File: src/rtl/mining_result_tx_pkg.sv
// Shared types and constants for the mining result frame transmitter.
package mining_result_tx_pkg;

    localparam int unsigned WordW            = 32;
    localparam int unsigned PayloadWords     = 10;
    localparam int unsigned FrameWordsNoCsum = 10;
    localparam int unsigned FrameWordsCsum   = 11;

    typedef logic [WordW-1:0] word_t;
    typedef logic [PayloadWords-1:0][WordW-1:0] payload_t;

    typedef struct packed {
        word_t        block;
        logic [255:0] hash;
        word_t        nonce;
    } result_t;

    typedef enum logic {StIdle, StSend} state_e;

    // Frame order: block, hash from the most significant word down, nonce.
    function automatic payload_t to_payload(result_t r);
        payload_t p;
        p[0] = r.block;
        for (int i = 0; i < 8; i++) begin
            p[i+1] = r.hash[255-32*i -: 32];
        end
        p[9] = r.nonce;
        return p;
    endfunction

endpackage

File: src/rtl/mining_result_tx_xor.sv
// Combinational XOR checksum over the ten payload words of a result frame.
module result_frame_xor
    import mining_result_tx_pkg::*;
(
    input  payload_t words,
    output word_t    checksum
);

    always_comb begin
        checksum = '0;
        for (int i = 0; i < PayloadWords; i++) begin
            checksum = checksum ^ words[i];
        end
    end

endmodule

File: src/rtl/mining_result_tx.sv
// Serialises miner results into 32-bit frames with one pending slot and a
// saturating counter of results dropped for lack of buffer space.
module mining_result_tx
    import mining_result_tx_pkg::*;
#(
    parameter bit          CHECKSUM_EN = 1'b1,
    parameter int unsigned DROP_CNT_W  = 8
) (
    input  logic                  clk,
    input  logic                  rst,
    input  logic                  res_valid,
    input  logic [255:0]          res_hash,
    input  logic [31:0]           res_nonce,
    input  logic [31:0]           res_block,
    output logic [31:0]           tx_data,
    output logic                  tx_valid,
    input  logic                  tx_ready,
    output logic                  tx_last,
    output logic                  busy,
    output logic [DROP_CNT_W-1:0] drop_count
);

    localparam logic [3:0] LastIdx = CHECKSUM_EN ? 4'd10 : 4'd9;

    state_e                  state_q, state_d;
    logic [3:0]              idx_q, idx_d;
    result_t                 act_q, act_d;
    result_t                 pend_q, pend_d;
    logic                    pend_full_q, pend_full_d;
    logic [DROP_CNT_W-1:0]   drop_q, drop_d;

    result_t  res_in;
    payload_t act_words;
    word_t    csum;
    logic     hs, final_hs;

    assign res_in    = '{block: res_block, hash: res_hash, nonce: res_nonce};
    assign act_words = to_payload(act_q);

    result_frame_xor u_xor (
        .words    (act_words),
        .checksum (csum)
    );

    assign hs       = (state_q == StSend) && tx_ready;
    assign final_hs = hs && (idx_q == LastIdx);

    always_comb begin
        state_d     = state_q;
        idx_d       = idx_q;
        act_d       = act_q;
        pend_d      = pend_q;
        pend_full_d = pend_full_q;
        drop_d      = drop_q;
        unique case (state_q)
            StIdle: begin
                if (res_valid) begin
                    act_d   = res_in;
                    idx_d   = 4'd0;
                    state_d = StSend;
                end
            end
            StSend: begin
                if (final_hs) begin
                    idx_d = 4'd0;
                    if (pend_full_q) begin
                        // Pending slot advances; a coincident result refills it.
                        act_d = pend_q;
                        if (res_valid) begin
                            pend_d = res_in;
                        end else begin
                            pend_full_d = 1'b0;
                        end
                    end else if (res_valid) begin
                        act_d = res_in;
                    end else begin
                        state_d = StIdle;
                    end
                end else begin
                    if (hs) begin
                        idx_d = idx_q + 4'd1;
                    end
                    if (res_valid) begin
                        if (!pend_full_q) begin
                            pend_d      = res_in;
                            pend_full_d = 1'b1;
                        end else if (drop_q != '1) begin
                            drop_d = drop_q + 1'b1;
                        end
                    end
                end
            end
            default: state_d = StIdle;
        endcase
    end

    always_ff @(posedge clk) begin
        if (!rst) begin
            state_q     <= StIdle;
            idx_q       <= 4'd0;
            act_q       <= '0;
            pend_q      <= '0;
            pend_full_q <= 1'b0;
            drop_q      <= '0;
        end else begin
            state_q     <= state_d;
            idx_q       <= idx_d;
            act_q       <= act_d;
            pend_q      <= pend_d;
            pend_full_q <= pend_full_d;
            drop_q      <= drop_d;
        end
    end

    always_comb begin
        tx_valid = (state_q == StSend);
        tx_last  = tx_valid && (idx_q == LastIdx);
        tx_data  = '0;
        if (tx_valid) begin
            if (idx_q < 4'd10) begin
                tx_data = act_words[idx_q];
            end else begin
                tx_data = csum;
            end
        end
        busy       = tx_valid || pend_full_q;
        drop_count = drop_q;
    end

endmodule

File: config.mk
export PLATFORM = sky130hd
export DESIGN_NAME = mining_result_tx
export DESIGN_NICKNAME = d
export VERILOG_FILES = /design/src/rtl/mining_result_tx_pkg.sv /design/src/rtl/mining_result_tx_xor.sv /design/src/rtl/mining_result_tx.sv
export SDC_FILE = /design/constraint.sdc
export NUM_CORES = 2
export LEC_CHECK = 0
export ABC_AREA = 1
export BUFFER_PORTS_ARGS = -buffer_cell sky130_fd_sc_hd__buf_4
export CELL_PAD_IN_SITES_DETAIL_PLACEMENT = 1
export CELL_PAD_IN_SITES_GLOBAL_PLACEMENT = 2
export CORE_AREA = 2 2 261 456
export CTS_BUF_LIST = sky130_fd_sc_hd__clkbuf_4
export CTS_CLUSTER_DIAMETER = 50
export CTS_CLUSTER_SIZE = 40
export DETAILED_ROUTE_END_ITERATION = 8
export DIE_AREA = 0 0 263 458
export PLACE_DENSITY = 0.79
export SYNTH_ARGS = -nofsm -noshare
export SYNTH_HDL_FRONTEND = slang
export SYNTH_SLANG_ARGS = --single-unit
File: constraint.sdc
create_clock -name clk -period 2.1 [get_ports clk]
set_input_delay 0.42 -clock clk [delete_from_list [all_inputs] [get_ports clk]]
set_output_delay 0.42 -clock clk [all_outputs]
set_load 0.1 [all_outputs]
==> Implementation_results.wiki <==
{| class="wikitable"
! Metric !! Value
|-
| Gate power share || 30.8%
|-
| Post-synth EDFFs || 0
|-
| Register area share after synthesis || 37.6%
|-
| Hold violation total from the final report || 0
|-
| Violated checks || setup timing
|-
| Post-synth top area share || 37.6%
|-
| Power share of the sequential group || 42.0%
|-
| Die X-Extent || 263 um
|-
| Post-route standard cell area excluding fillers || 50300 um^2
|-
| Maximum count of clock buffers along a single path || 3
|-
| Number of cell rows || 166
|-
| Final number of setup-violating endpoints || 487
|-
| Status || finished with violations
|-
| Total of warnings raised by yosys || 0
|-
| Top metal layer carrying routed signals || met5
|-
| First-pass GRT wire length || 268000 um
|-
| Final weighted congestion in routability-driven placement || 0.923
|-
| Most area-hungry cell type in the Yosys netlist || sky130_fd_sc_hd__dfxtp_1
|-
| Post-detailed-route DRC marker count || 0
|-
| Area grow syn2layout || 44.6%
|-
| Synthesized area || 34800 um^2
|-
| CP endpoint kind || output port
|-
| Post-Syn Area per Cell || 6.35 um^2
|-
| Total met3 wirelength after detailed routing || 6200 um
|-
| Synth top area cells || sky130_fd_sc_hd__dfxtp_1, sky130_fd_sc_hd__nand2_1, sky130_fd_sc_hd__o21ai_0
|-
| Measured slew at the worst slew-check pin || 0.455 ns
|-
| Fmax || 0.302 GHz
|-
| Crit share post-route || 158%
|-
| Smallest setup slack after layout || -1.21 ns
|-
| Die Area || 120000 um^2
|-
| Count of distinct cell types in the synthesized netlist || 34
|-
| Met2 wire length || 91100 um
|-
| Worst setup path class || reg -> out
|-
| Clock power frac || 27.3%
|-
| Routed via count || 40.3k
|-
| Number of instances in the synthesized netlist || 5479
|-
| Total routing usage reported by global routing || 29.7%
|-
| Required arrival time at the worst endpoint || 1.68 ns
|-
| Max rail drop VDD || 0.000462 V
|-
| Cell internal power dissipation || 21.1 mW
|-
| Max capacitance violation total || 0
|-
| Count of boundary I/O pins || 367
|-
| Initial cell density of the core || 29.8%
|-
| Switching part of the total power || 38.3%
|-
| Clk root buf || sky130_fd_sc_hd__clkbuf_4
|-
| Per-cell routed wire length || 23.0 um
|-
| Worst setup skew after layout || 0.123 ns
|-
| Critical path peak fanout || 8
|-
| Most common flop cell mapped by yosys || sky130_fd_sc_hd__dfxtp_1
|-
| Number of sinks handled by clock tree synthesis || 654
|-
| Arrival time reported for the critical path endpoint || 2.89 ns
|-
| Total power draw || 34.2 mW
|-
| Number of antenna violations at the first check in global routing || 10
|-
| H-tree depth || 3
|-
| DRC marker count from the first detailed-route iteration || 2247
|-
| Leakage power || 21.6 nW
|-
| Placeable core region || 117000 um^2
|-
| RSZ-0062 raised after global routing || yes
|-
| Global route overflow || 0
|-
| Vias per cell || 5.05
|-
| Vias in the first global route || 41.7k
|-
| Clock-pin slew on the worst setup and hold paths || 0.18 ns
|-
| Placement-stage worst setup slack || -0.245 ns
|-
| Async S/R FF share, synth || 0%
|-
| Final wirelength || 184000 um
|-
| Clock Latency Late Sink || 1.13 ns
|-
| Critical Path Start Type || flip-flop
|-
| Number of nets in the synthesized netlist || 5806
|-
| Vertical extent of the die || 458 um
|-
| Final net count || 6709
|-
| DP Wirelength || 139000 um
|-
| Number of buffers inserted during clock tree synthesis || 77
|-
| Pin count of the biggest net entering global routing || 65
|-
| Final-layout worst hold slack || 0.0774 ns
|-
| Worst relative slew slack || 69.6%
|-
| Number of nets with antenna violations after routing || 0
|-
| Shortest period the worst path allows || 3.31 ns
|-
| Placed standard-cell area || 43400 um^2
|-
| Net switching power figure || 13.1 mW
|-
| TritonCTS clock tree || yes
|-
| Final Slew Violations || 0
|-
| Count of state elements after synthesis || 654
|-
| Share of final-layout standard cells stronger than drive strength 1 || 19.1%
|-
| Pwr/cell area || 679 nW/um^2
|-
| Sum of routed wire segments on met1 || 71700 um
|-
| I/O Buffers || 366
|-
| 1st-pass router iterations || 5
|-
| Type of the worst min-delay path || in -> reg
|}
## cells by family (layout without fill, tap and decap cells)
group | after synthesis | in the layout | synth area share (%)
other | 0 | 9 | 0
AO/OA/AOI/OAI | 1209 | 1209 | 17.7
XOR/XNOR | 152 | 152 | 3.82
buffers and inverters | 845 | 1809 | 10.4
flip-flops | 654 | 654 | 37.6
adder cells (fa/ha/maj) | 3 | 3 | 0.108
AND/OR/NAND/NOR | 2616 | 2616 | 30.4
## registers in the layout, indices dropped and copies added, names as in the netlist
name         cells
tx_valid         1
pend_q         320
act_q          320
pend_full_q      1
idx_q            4
drop_count       8
## repair_timing
| item | CTS | global route |
|---|---|---|
| hold buffers | 326 | 0 |
| endpoints found under the hold margin | 649 | 0 |
| cloned | 12 | 9 |
| resized for setup | 334 | 134 |
| pin swaps | 31 | 33 |
| buffers inserted | 32 | 6 |
| endpoints found under the setup margin | 312 | 567 |
## area by class of cell
| type | count | area, um^2 |
|---|---|---|
| antenna | 9 | 22.5 |
| clock buffer | 82 | 616 |
| clock inverter | 58 | 759 |
| fill | 14616 | 66400 |
| inverter | 463 | 1840 |
| multi-input combinational | 3980 | 18800 |
| sequential | 654 | 13100 |
| tap | 1512 | 1890 |
| timing repair buffer | 1206 | 13200 |
## layer usage
metal | GRT usage [%] | vias up
met3 | 3.30 | 351
met1 | 33.0 | 19618
met2 | 53.3 | 882
met5 | 0 | -
li1 | - | 19392
met4 | 19.7 | 8
## through the flow
step | TNS, ns | utilization (%) | std cells
3_3_place_gp | -9.33 | 37.2 | 7432
2_1_floorplan | -0.316 | - | 5479
6_report | -69.70 | 43.1 | 7964
5_1_grt | -97.47 | 43.1 | 7960
3_5_place_dp | -14.13 | 37.2 | 7432
4_1_cts | -58.87 | 42.6 | 7941
## layout by cell type, fill, tap and decap left out, drive strengths merged, types with 3 or more instances in the layout
master          n
o21ai         755
clkbuf         91
clkinv         24
nand2        1351
a21oi         435
xnor2          77
a31oi           3
nand3         528
diode           9
o211ai         14
nor2          705
inv           468
xor2           75
bufbuf          3
buf           868
bufinv          7
dfxtp         654
ha              3
nor3           10
nand2b         20
dlygate4sd3   326
clkinvlp       22
## path summary, 6_finish.rpt
kind | startpoint | end | slack (ns) | cells past startpoint
max reg2reg | idx_q[0] | pend_q[20] | -0.22 | 13
max | idx_q[0] | tx_data[10] | -1.21 | 10
min reg2reg | act_q[299] | act_q[299] | 0.49 | 2
min | res_hash[74] | pend_q[106] | 0.08 | 4
## power groups by stage
stage	logic [mW]	clock network [mW]	registers (mW)
2_1_floorplan	5.11	0	14.3
3_3_place_gp	9.12	0	14.6
3_5_place_dp	9.30	0	14.6
4_1_cts	10.3	9.58	14.3
5_1_grt	11.4	9.98	14.5
6_report	10.5	9.31	14.3
## worst max-delay path: stages (launching register included)
cell and delay (ns):
sky130_fd_sc_hd__dfxtp_4 0.47, sky130_fd_sc_hd__buf_8 0.16, sky130_fd_sc_hd__buf_16 0.15, sky130_fd_sc_hd__clkbuf_16 0.15, sky130_fd_sc_hd__a21oi_2 0.04, sky130_fd_sc_hd__o21ai_1 0.10
sky130_fd_sc_hd__nand3_2 0.15, sky130_fd_sc_hd__nand3_2 0.10, sky130_fd_sc_hd__nand3_2 0.08, sky130_fd_sc_hd__a21oi_4 0.17, sky130_fd_sc_hd__buf_12 0.20
## cell usage after synthesis, types with 2 or more instances
cell and instances:
sky130_fd_sc_hd__nand2_4 2, sky130_fd_sc_hd__clkbuf_2 20, sky130_fd_sc_hd__a21oi_2 10, sky130_fd_sc_hd__clkinv_1 2, sky130_fd_sc_hd__buf_2 107, sky130_fd_sc_hd__a31oi_1 3, sky130_fd_sc_hd__nor2_1 704, sky130_fd_sc_hd__nand2b_1 20
sky130_fd_sc_hd__nand2_2 3, sky130_fd_sc_hd__ha_1 3, sky130_fd_sc_hd__o211ai_1 14, sky130_fd_sc_hd__inv_2 5, sky130_fd_sc_hd__clkbuf_1 196, sky130_fd_sc_hd__buf_6 35, sky130_fd_sc_hd__xnor2_1 77, sky130_fd_sc_hd__nor3_1 10
sky130_fd_sc_hd__a21oi_1 424, sky130_fd_sc_hd__inv_1 455, sky130_fd_sc_hd__nand3_1 527, sky130_fd_sc_hd__buf_4 5, sky130_fd_sc_hd__dfxtp_1 654, sky130_fd_sc_hd__nand2_1 1346, sky130_fd_sc_hd__o21ai_0 754, sky130_fd_sc_hd__buf_1 19
sky130_fd_sc_hd__xor2_1 75
(Power assumes the default switching activity.)
